[src/rtl/io_reg_pkg.sv]
// Shared types and sizing helpers for the input-register bank controller.
package io_reg_pkg;

    typedef enum logic [2:0] {
        IDLE,
        HOLD,
        APPLY,
        SETTLE,
        DONE
    } cfg_state_t;

    function automatic int idx_w(input int n);
        return (n > 1) ? $clog2(n) : 1;
    endfunction

    // The timer loads (cycles - 1), so $clog2 of the larger phase length is enough.
    function automatic int cnt_w(input int rst_cycles, input int settle_cycles);
        int m;
        m = (rst_cycles > settle_cycles) ? rst_cycles : settle_cycles;
        return (m > 1) ? $clog2(m) : 1;
    endfunction

    localparam int CNT_W_DEF = cnt_w(2, 3);

endpackage

[src/rtl/io_reg_snap.sv]
// Samples the cells' IQZ outputs, masks the cell under reconfiguration and
// publishes change-detected snapshots over a valid/ready stream.
module io_reg_snap #(
    parameter int NUM_IO = 8
) (
    input  logic              IQC,
    input  logic              QRT,
    input  logic [NUM_IO-1:0] iqz_i,
    input  logic [NUM_IO-1:0] mask_i,
    output logic              snap_valid,
    input  logic              snap_ready,
    output logic [NUM_IO-1:0] snap_data
);

    logic [NUM_IO-1:0] sample_q, sample_d;
    logic [NUM_IO-1:0] last_q, last_d;
    logic [NUM_IO-1:0] masked;
    logic              valid_q, valid_d;

    assign sample_d = iqz_i;

    always_comb begin
        masked  = (sample_q & ~mask_i) | (last_q & mask_i);
        valid_d = valid_q;
        last_d  = last_q;
        if (valid_q) begin
            if (snap_ready) begin
                valid_d = 1'b0;
            end
        end else if (masked != last_q) begin
            valid_d = 1'b1;
            last_d  = masked;
        end
    end

    always_ff @(posedge IQC or posedge QRT) begin
        if (QRT) begin
            sample_q <= '0;
            last_q   <= '0;
            valid_q  <= 1'b0;
        end else begin
            sample_q <= sample_d;
            last_q   <= last_d;
            valid_q  <= valid_d;
        end
    end

    // The last-emitted value is exactly what is on the stream, so one register serves both.
    assign snap_valid = valid_q;
    assign snap_data  = last_q;

endmodule

[src/rtl/io_in_reg_ctrl.sv]
// Bank controller: sequences per-cell ISEL/FIXHOLD reconfiguration behind a
// hold-reset / apply / settle handshake and streams IQZ change snapshots.
//
//   state  | meaning
//   IDLE   | ready for a request; bad indices rejected here
//   HOLD   | target cell held in reset for RST_CYCLES
//   APPLY  | new ISEL/FIXHOLD driven, cell still in reset
//   SETTLE | cell released, wait SETTLE_CYCLES
//   DONE   | cfg_done pulse, back to IDLE
module io_in_reg_ctrl
    import io_reg_pkg::*;
#(
    parameter int   NUM_IO        = 8,
    parameter int   RST_CYCLES    = 2,
    parameter int   SETTLE_CYCLES = 3,
    parameter logic ISEL_RST      = 1'b0
) (
    input  logic                     IQC,
    input  logic                     QRT,
    input  logic                     cfg_valid,
    output logic                     cfg_ready,
    input  logic [idx_w(NUM_IO)-1:0] cfg_idx,
    input  logic                     cfg_isel,
    input  logic                     cfg_fixhold,
    output logic                     cfg_done,
    output logic                     cfg_err,
    output logic [NUM_IO-1:0]        isel_o,
    output logic [NUM_IO-1:0]        fixhold_o,
    output logic [NUM_IO-1:0]        cell_rst_o,
    input  logic [NUM_IO-1:0]        iqz_i,
    output logic                     snap_valid,
    input  logic                     snap_ready,
    output logic [NUM_IO-1:0]        snap_data
);

    localparam int IDX_W = idx_w(NUM_IO);
    localparam int CNT_W = cnt_w(RST_CYCLES, SETTLE_CYCLES);
    localparam logic [CNT_W-1:0] RST_LOAD    = CNT_W'(RST_CYCLES - 1);
    localparam logic [CNT_W-1:0] SETTLE_LOAD = CNT_W'(SETTLE_CYCLES - 1);

    cfg_state_t        state_q, state_d;
    logic [CNT_W-1:0]  cnt_q, cnt_d;
    logic [IDX_W-1:0]  idx_q, idx_d;
    logic              isel_new_q, isel_new_d;
    logic              fix_new_q, fix_new_d;
    logic [NUM_IO-1:0] isel_q, isel_d;
    logic [NUM_IO-1:0] fixhold_q, fixhold_d;
    logic [NUM_IO-1:0] cell_rst_q, cell_rst_d;
    logic              ready_q, ready_d;
    logic              done_q, done_d;
    logic              err_q, err_d;
    logic [NUM_IO-1:0] sel_mask, sel_mask_d;
    logic              accept, idx_bad;

    assign accept   = cfg_valid && ready_q && (state_q == IDLE);
    assign idx_bad  = (int'(cfg_idx) >= NUM_IO);
    assign sel_mask = NUM_IO'(1) << idx_q;

    always_comb begin
        state_d    = state_q;
        cnt_d      = cnt_q;
        idx_d      = idx_q;
        isel_new_d = isel_new_q;
        fix_new_d  = fix_new_q;
        isel_d     = isel_q;
        fixhold_d  = fixhold_q;
        done_d     = 1'b0;
        err_d      = 1'b0;
        case (state_q)
            IDLE: begin
                if (accept) begin
                    if (idx_bad) begin
                        err_d = 1'b1;
                    end else begin
                        state_d    = HOLD;
                        cnt_d      = RST_LOAD;
                        idx_d      = cfg_idx;
                        isel_new_d = cfg_isel;
                        fix_new_d  = cfg_fixhold;
                    end
                end
            end
            HOLD: begin
                if (cnt_q == '0) begin
                    state_d   = APPLY;
                    isel_d    = (isel_q & ~sel_mask) | (sel_mask & {NUM_IO{isel_new_q}});
                    fixhold_d = (fixhold_q & ~sel_mask) | (sel_mask & {NUM_IO{fix_new_q}});
                end else begin
                    cnt_d = cnt_q - 1'b1;
                end
            end
            APPLY: begin
                state_d = SETTLE;
                cnt_d   = SETTLE_LOAD;
            end
            SETTLE: begin
                if (cnt_q == '0) begin
                    state_d = DONE;
                    done_d  = 1'b1;
                end else begin
                    cnt_d = cnt_q - 1'b1;
                end
            end
            DONE: begin
                state_d = IDLE;
            end
            default: begin
                state_d = IDLE;
            end
        endcase
        // Registered outputs are derived from the next state so they line up with it.
        ready_d    = (state_d == IDLE);
        sel_mask_d = NUM_IO'(1) << idx_d;
        cell_rst_d = (state_d == HOLD || state_d == APPLY) ? sel_mask_d : '0;
    end

    always_ff @(posedge IQC or posedge QRT) begin
        if (QRT) begin
            state_q    <= IDLE;
            cnt_q      <= '0;
            idx_q      <= '0;
            isel_new_q <= 1'b0;
            fix_new_q  <= 1'b0;
            isel_q     <= {NUM_IO{ISEL_RST}};
            fixhold_q  <= '0;
            cell_rst_q <= '1;
            ready_q    <= 1'b0;
            done_q     <= 1'b0;
            err_q      <= 1'b0;
        end else begin
            state_q    <= state_d;
            cnt_q      <= cnt_d;
            idx_q      <= idx_d;
            isel_new_q <= isel_new_d;
            fix_new_q  <= fix_new_d;
            isel_q     <= isel_d;
            fixhold_q  <= fixhold_d;
            cell_rst_q <= cell_rst_d;
            ready_q    <= ready_d;
            done_q     <= done_d;
            err_q      <= err_d;
        end
    end

    assign cfg_ready  = ready_q;
    assign cfg_done   = done_q;
    assign cfg_err    = err_q;
    assign isel_o     = isel_q;
    assign fixhold_o  = fixhold_q;
    assign cell_rst_o = cell_rst_q;

    io_reg_snap #(
        .NUM_IO (NUM_IO)
    ) u_snap (
        .IQC        (IQC),
        .QRT        (QRT),
        .iqz_i      (iqz_i),
        .mask_i     ((state_q != IDLE) ? sel_mask : '0),
        .snap_valid (snap_valid),
        .snap_ready (snap_ready),
        .snap_data  (snap_data)
    );

endmodule

[config.mk]
export PLATFORM = sky130hd
export DESIGN_NAME = io_in_reg_ctrl
export DESIGN_NICKNAME = d
export VERILOG_FILES = /design/src/rtl/io_reg_pkg.sv /design/src/rtl/io_reg_snap.sv /design/src/rtl/io_in_reg_ctrl.sv
export SDC_FILE = /design/constraint.sdc
export NUM_CORES = 1
export LEC_CHECK = 0
export CAP_MARGIN = 20
export CORE_MARGIN = 2
export CORE_UTILIZATION = 45
export CTS_CLUSTER_SIZE = 14
export DETAILED_ROUTE_END_ITERATION = 8
export GPL_ROUTABILITY_DRIVEN = 0
export PLACE_DENSITY = 0.75
export SETUP_SLACK_MARGIN = 0.02
export SKIP_CTS_REPAIR_TIMING = 1
export SYNTH_ARGS = -nofsm -noshare
export SYNTH_HDL_FRONTEND = slang
export SYNTH_SLANG_ARGS = --single-unit
[constraint.sdc]
create_clock -name IQC -period 1.73 [get_ports IQC]
set_input_delay 0.346 -clock IQC [delete_from_list [all_inputs] [get_ports IQC]]
set_output_delay 0.346 -clock IQC [all_outputs]
set_load 0.02 [all_outputs]
Word-level counts from Yosys, hierarchy flattened

Index checks and enable logic that the tools add are counted.

Flip-flop bits (word level): 53
Word-level logic and storage cells: 65
Input port bits: 17
Output and inout port bits: 36

$add $sub $neg: 1
Reductions and logical operators: 13
Mux-type cells: 16
Equal/unequal tests: 8
Shifts and indexed selects: 2
Bitwise gates (word level): 12

Operators with widths:

| cell                | count |
|---|---|
| $and 8x8->8         | 6 |
| $or 8x8->8          | 3 |
| $mux 8              | 2 |
| $not 8->8           | 2 |
| $shl 1x3->8 const A | 2 |
| $mux 3              | 5 |
| $pmux 3 s4          | 1 |
| $eq 3x2->1 const B  | 3 |
| $ne 8x8->1          | 1 |
| $eq 3x1->1 const B  | 2 |
| $logic_not 3->1     | 2 |
| $pmux 2 s3          | 1 |
| $reduce_and 2->1    | 3 |
| $reduce_bool 3->1   | 2 |
| $mux 1              | 5 |
| $mux 2              | 2 |
| $ne 2x2->1 const B  | 2 |
| $reduce_and 3->1    | 1 |
| $logic_and 1x1->1   | 2 |
| $logic_not 2->1     | 1 |
| $reduce_or 2->1     | 1 |
| $sub 2x1->2 const B | 1 |
| $logic_or 1x1->1    | 1 |
| $not 1->1           | 1 |

Longest topological paths before layout

Gate-level depths: netlist of the first run.

Depth after elaboration: 8
Gate-level depth with buffers: 7
Mapped depth without buffers: 7

Hierarchy

A second synthesis of the first run with hierarchy kept.

Cell total of the unflattened synthesis: 208
Area, all modules: 2466.1 µm²

By module, submodules not included:

| module         | area each (µm²) | seq. area each (µm²) | cells an instance | instances |
|---|---|---|---|---|
| io_in_reg_ctrl | 1702.9          | 910.9                | 151               | 1 |
| io_reg_snap    | 763.2           | 425.4                | 57                | 1 |

Worst setup path before layout of the first run

OpenSTA, ideal clock, no wires.

Kind: reg2reg
From: reg state_q[2]
To: reg cell_rst_q[2] (netlist: cell_rst_o[2])
Setup slack: -0.131 ns
Period minus slack after synthesis: 1.861 ns
Stages on the path, launching flop included: 7
Data arrival time: 1.794 ns
Library setup time: 0.068 ns
Data required time: 1.662 ns
Path buffers: 0
Path through: dfrtp_1 > or3_4 > nor2_4 > mux2i_1 > inv_2 > or2_1 > nor2_1

Elaborated cells between the ends (all ways): 16
Those cells by class: eq/ne: 5; shift: 1; mux: 7; reduce/logical: 3

RTL lines:

| what                     | line                                       | text |
|---|---|---|
| start: declaration       | io_in_reg_ctrl.sv:41                       | `cfg_state_t state_q, state_d;` |
| start signal: assignment | io_in_reg_ctrl.sv:131                      | `state_q <= state_d;` |
| $logic_not 3->1 (*)      | io_in_reg_ctrl.sv:55, io_in_reg_ctrl.sv:69 |  |
| $logic_and 1x1->1        | io_in_reg_ctrl.sv:55                       | `assign accept = cfg_valid && ready_q && (state_q == IDLE);` |
| $mux 3                   | io_in_reg_ctrl.sv:71                       | `if (accept) begin` |
| $mux 3 (*)               | io_in_reg_ctrl.sv:69                       | `case (state_q)` |
| net idx_d[0]             | io_in_reg_ctrl.sv:43                       | `logic [IDX_W-1:0] idx_q, idx_d;` |
| $shl 1x3->8 (*)          | io_in_reg_ctrl.sv:113                      | `sel_mask_d = NUM_IO'(1) << idx_d;` |
| $mux 8 (*)               | io_in_reg_ctrl.sv:114                      | `cell_rst_d = (state_d == HOLD \|\| state_d == APPLY) ? sel_mask_d : '0;` |
| net cell_rst_d[2]        | io_in_reg_ctrl.sv:48                       | `logic [NUM_IO-1:0] cell_rst_q, cell_rst_d;` |
| end signal: assignment   | io_in_reg_ctrl.sv:138                      | `cell_rst_q <= cell_rst_d;` |
| end: declaration         | io_in_reg_ctrl.sv:48                       |  |

Mark *: on every way through the listed nets, which the timed path passes. The rest lies on a longest branch.
A chain may end at the register's enable or synchronous reset.

Final worst setup path of the first run

From: reg idx_q[1]
To: reg u_snap.last_q[4] (netlist: u_snap.snap_data[4])

Cells in the longest elaborated chain, start to end: 7
Elaborated cells between the ends (all ways): 8
Those cells by class: eq/ne: 1; shift: 1; mux: 1; bitwise: 4; reduce/logical: 1

Ends and longest elaborated chain:

| what                              | line                  | text |
|---|---|---|
| start: declaration                | io_in_reg_ctrl.sv:43  |  |
| start signal: assignment          | io_in_reg_ctrl.sv:133 | `idx_q <= idx_d;` |
| $shl 1x3->8 (*)                   | io_in_reg_ctrl.sv:57  | `assign sel_mask = NUM_IO'(1) << idx_q;` |
| $mux 8 (*)                        | io_in_reg_ctrl.sv:158 | `.mask_i ((state_q != IDLE) ? sel_mask : '0),` |
| $not 8->8                         | io_reg_snap.sv:23     | `masked = (sample_q & ~mask_i) \| (last_q & mask_i);` |
| $and 8x8->8                       | io_reg_snap.sv:23     |  |
| $or 8x8->8 (*)                    | io_reg_snap.sv:23     |  |
| $ne 8x8->1                        | io_reg_snap.sv:30     | `end else if (masked != last_q) begin` |
| $reduce_and 2->1 (no source line) | -                     |  |
| end signal: assignment            | io_reg_snap.sv:43     | `last_q <= last_d;` |
| end: declaration                  | io_reg_snap.sv:16     | `logic [NUM_IO-1:0] last_q, last_d;` |

Every way passes the cells marked *; elsewhere a longest branch is shown, timed or not.

==> summary.md, run 1 <==
| Metric | Value |
|---|---|
| Status | complete, but fails checks |
| Failing checks | setup timing |
| Die ar. | 5940 µm² |
| Die Ht | 77.0 µm |
| Final setup TNS | -2.67 ns |
| Sequential share of the synthesized area | 55.7% |
| Syn-to-layout area delta | 61.7% |
| Die X | 77.0 µm |
| H-tree Lvls | 2 |
| YS warnings | 0 |
| Maximum VDD drop | 0.987 mV |
| RSZ-0062 raised after global routing | yes |
| Netlist area before placement | 2400 µm² |
| Pwr dens | 1790 nW/µm² |
| Vias in the first global route | 1860 |
| MaxCap Viol Count | 0 |
| Share of cells above drive strength 1 | 47.1% |
| CP endpoint kind | register |
| Crit path max fanout | 7 |
| Critical Path RT | 1.93 ns |
| Avg WL per Cell | 16.9 µm |
| Design Power | 6.96 mW |
| Vias post-DR | 1977 |
| Drt drc | 0 |
| Predominant post-synthesis flop cell | dfrtp_1 |
| Mapped Cells | 199 |
| # nets final | 323 |
| CTS tree | built |
| Total track usage | 19.0% |
| Synthesized Nets | 217 |
| Commonest non-fill, non-tap cells in the layout | 44 x buf_4, 38 x dfrtp_1, 36 x clkdlybuf4s50_1 |
| Fmax | 503 MHz |
| # diodes | 0 |
| Post-Place Cell Area | 3360 µm² |
| Critical path startpoint category | register |
| Initial antenna violation count | 0 |
| Worst hold path type | input port to async pin |
| Skew-Pair Late Insertion Delay | 0.32 ns |
| Clk buf depth | 2 |
| Worst hold slack | 0.245 ns |
| Cell leakage power | 1.87 nW |
| DRT iter0 DRCs | 116 |
| Num CTS Buffers | 5 |
| Final period utilization | 115% |
| DR top layer | met4 |
| Routed met1 length | 2.58 mm |
| Syn avg cell area | 12.1 µm² |
| Row cnt | 26 |
| WL met3 | 241 µm |
| Slew Viols, Final | 0 |
| Minimum clock period | 1.99 ns |
| Post-synthesis cell type count | 43 |
| Commonest non-fill, non-tap cell in the layout | buf_4 |
| HPWL after detailed placement | 4.08 mm |
| Vias per cell | 5.26 |
| Clock sink count | 53 |
| IO Pins | 53 |
| Asr flop ratio synth | 100% |
| Global-route wire length before repair | 8.77 mm |
| Hold Vio Cnt, Final | 0 |
| Worst Skew | 0.00917 ns |
| # setup viols final | 23 |
| Met2 wire len | 3.36 mm |
| Setup WS pre-CTS | -0.252 ns |
| Final cell count without fillers | 376 |
| CP Data Arrival Time | 2.19 ns |
| EDFF count, synth | 0 |
| FF+latch count, synth | 53 |
| Largest net degree at the start of global routing | 27 |
| Core Util, Final | 75.5% |
| WL final | 6.34 mm |
| I/O Buffers | 51 |
| Core area | 5140 µm² |
| Final ANT Viol Nets | 0 |
| Clock root cell | clkbuf_8 |
| Drt pass-1 iters | 4 |
| Reg clk slew, reported paths | 0.10 ns |
| Initial core utilization | 46.7% |
| Fin area | 3880 µm² |
| Final worst setup slack | -0.259 ns |
| Cells after DPL | 361 |
| Critical path class | register to register |
| Grt ovf | 0 |
## layer usage
layer  GRT usage [%]  up-vias
met5               0        -
met4            6.96        0
met3            5.41       17
met2            31.5       58
met1            23.9      995
li1                -      907
## worst max-delay path, stage by stage (launching register included)
cell	delay, ns
dfrtp_2	0.47
buf_6	0.13
and2b_1	0.21
nand3_2	0.10
a21oi_4	0.21
o2111ai_4	0.20
o21ai_2	0.22
mux2_4	0.32
## where the power goes
group	internal [mW]	switching, mW	total [mW]	leakage, nW
Sequential	1.69	0.386	2.07	0.634
Combinational	2.05	1.95	4.00	1.18
Clock	0.444	0.445	0.889	0.0603
Total	4.18	2.78	6.96	1.87
## worst paths after layout
path | slack (ns) | endpoint | cells after the start | from
max | -0.26 | u_snap.snap_data[4] | 7 | idx_q[1]
min | 0.25 | cfg_done | 2 | QRT
max reg2reg | -0.26 | u_snap.snap_data[4] | 7 | idx_q[1]
min reg2reg | 0.52 | register | 1 | register
max in group asynchronous | 0.97 | cell_rst_o[4] | 3 | QRT
min in group IQC | 0.45 | u_snap.sample_q[6] | 1 | iqz_i[6]
## logic make-up after synthesis
| family | Yosys count | share of synthesized area (%) |
|---|---|---|
| buffers and inverters | 14 | 3.18 |
| and+or+nand+nor | 60 | 13.5 |
| AOI/OAI and AO/OA | 31 | 9.69 |
| adders and majority gates | 1 | 0.521 |
| other | 1 | 0.156 |
| xor gates and xnor gates | 7 | 2.55 |
| muxes | 32 | 14.7 |
| DFF | 53 | 55.7 |
## layout make-up
class	count	area (µm²)
sequential	53	1350
multi-input combinational	133	1300
fill	334	1260
timing repair buffer	106	1010
tap	70	87.6
clock buffer	5	68.8
clock inverter	3	50.0
inverter	6	22.5
## synth_stat cells, drive strengths merged, types with 2 or more instances
cell type  count  area share (%)
mux2          27              13
mux2i          5             2.1
nor2b          3            0.78
dfstp          8             8.8
dfrtp         45              47
buf            6             1.9
nand3          4            0.83
clkbuf         2            0.31
xnor2          3             1.1
nor3           9             2.3
nand2b         6             1.6
o31ai          2             1.4
a21oi          5             1.4
nor3b          2            0.63
o21ai         13             2.7
a21o           2            0.63
xor2           4             1.5
nor2          20             3.4
nand2         10             1.6
inv            6            0.94
a31oi          4             1.0
Note: power is estimated with default switching activity, not from simulation.
==> run 2: changes to the inputs <==
PLACE_DENSITY = 0.72   (was 0.75)
==> summary.md, run 2 (synthesis gave the netlist of run 1 again) <==
| Metric | Value |
|---|---|
| Status | complete, but fails checks |
| Failing checks | setup timing |
| Met2 usage | 31.8% (+0.35 points) |
| # nets final | 313 (-3.1%) |
| Skew-Pair Late Insertion Delay | 0.31 ns (about the same) |
| DRT iter0 DRCs | 108 (-6.9%) |
| Core area | 5140 µm² (unchanged) |
| Clock sink count | 53 (unchanged) |
| Minimum clock period | 1.96 ns (-0.0334 ns) |
| Final setup TNS | -2.24 ns (+0.426 ns) |
| Logic gate share of total power | 56.6% (-0.9 points) |
| Critical Path Max Stage Delay | 0.50 ns (+0.03 ns) |
| Critical path startpoint category | register |
| Global-route wire length before repair | 8.74 mm (-0.31%) |
| MaxCap Viol Count | 0 (unchanged) |
| Share of cells above drive strength 1 | 42.6% (-4.5 points) |
| Switching share of power | 40.1% (+0.17 points) |
| Grt ovf | 0 (unchanged) |
| Clk buf depth | 2 (unchanged) |
| H-tree Lvls | 2 (unchanged) |
| IO Pins | 53 (unchanged) |
| Row cnt | 26 (unchanged) |
| Hold Vio Cnt, Final | 0 (unchanged) |
| Drt pass-1 iters | 4 (unchanged) |
| Worst hold path type | input port to async pin |
| Die ar. | 5940 µm² (unchanged) |
| Num CTS Buffers | 5 (unchanged) |
| Syn-to-layout area delta | 53.2% |
| Part of the power in registers | 32.1% (+2.3 points) |
| Cell leakage power | 1.76 nW (-6.0%) |
| Worst path cell trace | o311a_1 -> a21oi_4 -> o2111ai_2 -> o21ai_1 -> mux2_1 |
| RSZ-0062 raised after global routing | yes |
| Die X | 77.0 µm (unchanged) |
| CP Data Arrival Time | 2.16 ns (-0.03 ns) |
| Setup WS pre-CTS | -0.231 ns (+0.0213 ns) |
| Post-Place Cell Area | 3310 µm² (-1.6%) |
| Fmax | 511 MHz (+1.7%) |
| Final period utilization | 113% (-1.9 points) |
| Maximum VDD drop | 0.922 mV (-6.6%) |
| Clock power share | 11.2% (-1.6 points) |
| Slew Viols, Final | 0 (unchanged) |
| Worst Skew | 0.0142 ns (+0.00505 ns) |
| Clock root cell | clkbuf_8 |
| Final ANT Viol Nets | 0 (unchanged) |
| CTS tree | built |
| Pwr dens | 1740 nW/µm² (-3.2%) |
| Largest net degree at the start of global routing | 54 (+100%) |
| Commonest non-fill, non-tap cell in the layout | buf_4 |
| Gr busiest metal | met2 |
| Internal | 3.83 mW (-8.5%) |
| Initial core utilization | 46.7% (unchanged) |
| Net Sw Power | 2.56 mW (-7.9%) |
| Reg clk slew, reported paths | 0.10 ns (about the same) |
| Drt drc | 0 (unchanged) |
| Critical path class | register to register |
| CP endpoint kind | register |
| HPWL after detailed placement | 3.76 mm (-7.8%) |
| Total track usage | 18.6% (-0.45 points) |
| Vias per cell | 5.11 (-2.8%) |
| I/O Buffers | 51 (unchanged) |
| # setup viols final | 17 (-26%) |
| Commonest non-fill, non-tap cells in the layout | 40 x buf_4, 37 x dfrtp_1, 36 x clkdlybuf4s50_1 |
| WL final | 5.57 mm (-12%) |
| CP max stage cell | dfrtp_2 |
| Crit path max fanout | 8 (+1) |
| Initial antenna violation count | 0 (unchanged) |
| Critical Path RT | 1.94 ns (about the same) |
| Vias in the first global route | 1837 (-1.2%) |
| GR Util met1 | 23.6% (-0.31 points) |
| Fin area | 3680 µm² (-5.3%) |
| Die Ht | 77.0 µm (unchanged) |
| Avg WL per Cell | 15.2 µm (-9.8%) |
| R2r worst-path depth | 5 (-2) |
| Vias post-DR | 1870 (-5.4%) |
| Routing usage on met3 | 3.76% (-1.6 points) |
| Final worst setup slack | -0.226 ns (+0.0334 ns) |
| # diodes | 0 (unchanged) |
-- run 2: power by group through the flow --
stage | clock (mW) | combinational (mW) | sequential (mW)
3_3_place_gp | 0 | 3.08 | 2.04
2_1_floorplan | 0 | 1.41 | 2.31
5_1_grt | 0.781 | 3.88 | 2.11
3_5_place_dp | 0 | 3.14 | 2.06
6_report | 0.718 | 3.62 | 2.05
4_1_cts | 0.731 | 3.16 | 2.03
-- run 2: stage by stage --
step | hold slack (ns) | power (mW) | instances | utilization (%)
after CTS | 0.394 | 5.93 | 362 | 66.1
after global placement | 0.473 | 5.12 | 354 | 64.3
after floorplan | 0.377 | 3.72 | 199 | -
final | 0.378 | 6.39 | 366 | 71.6
after global routing | 0.422 | 6.77 | 366 | 71.6
after detailed placement | 0.476 | 5.19 | 354 | 64.3
-- run 2: area by class of cell --
cell class | count | area (µm²)
clock inverter | 3 | 21.3
fill | 367 | 1460
inverter | 6 | 22.5
tap | 70 | 87.6
multi-input combinational | 133 | 1210
clock buffer | 5 | 68.8
sequential | 53 | 1350
timing repair buffer | 96 | 922
-- run 2: final timing paths --
check | start | to | slack, ns
hold / removal | QRT | async pin | 0.38
setup / recovery | idx_q[2] | u_snap.snap_data[0] | -0.23
setup reg to reg | idx_q[2] | u_snap.snap_data[0] | -0.23
hold reg to reg | register | register | 0.50
min in group IQC | iqz_i[0] | u_snap.sample_q[0] | 0.46
max in group asynchronous | QRT | cell_rst_o[3] | 1.07
-- run 2: metal layers --
metal	vias to the layer above	part of all wire [%]	wire length (µm)
li1	895	-	-
met1	935	43	2390
met2	34	53	2940
met3	6	3.1	174
met4	0	1.2	68
met5	-	0	0
-- run 2: worst max-delay path, delay by kind of cell (launching register included) --
kind            cells  cell delay [ns]
mux                 1             0.33
compound gates      4             1.01
flops               1             0.50
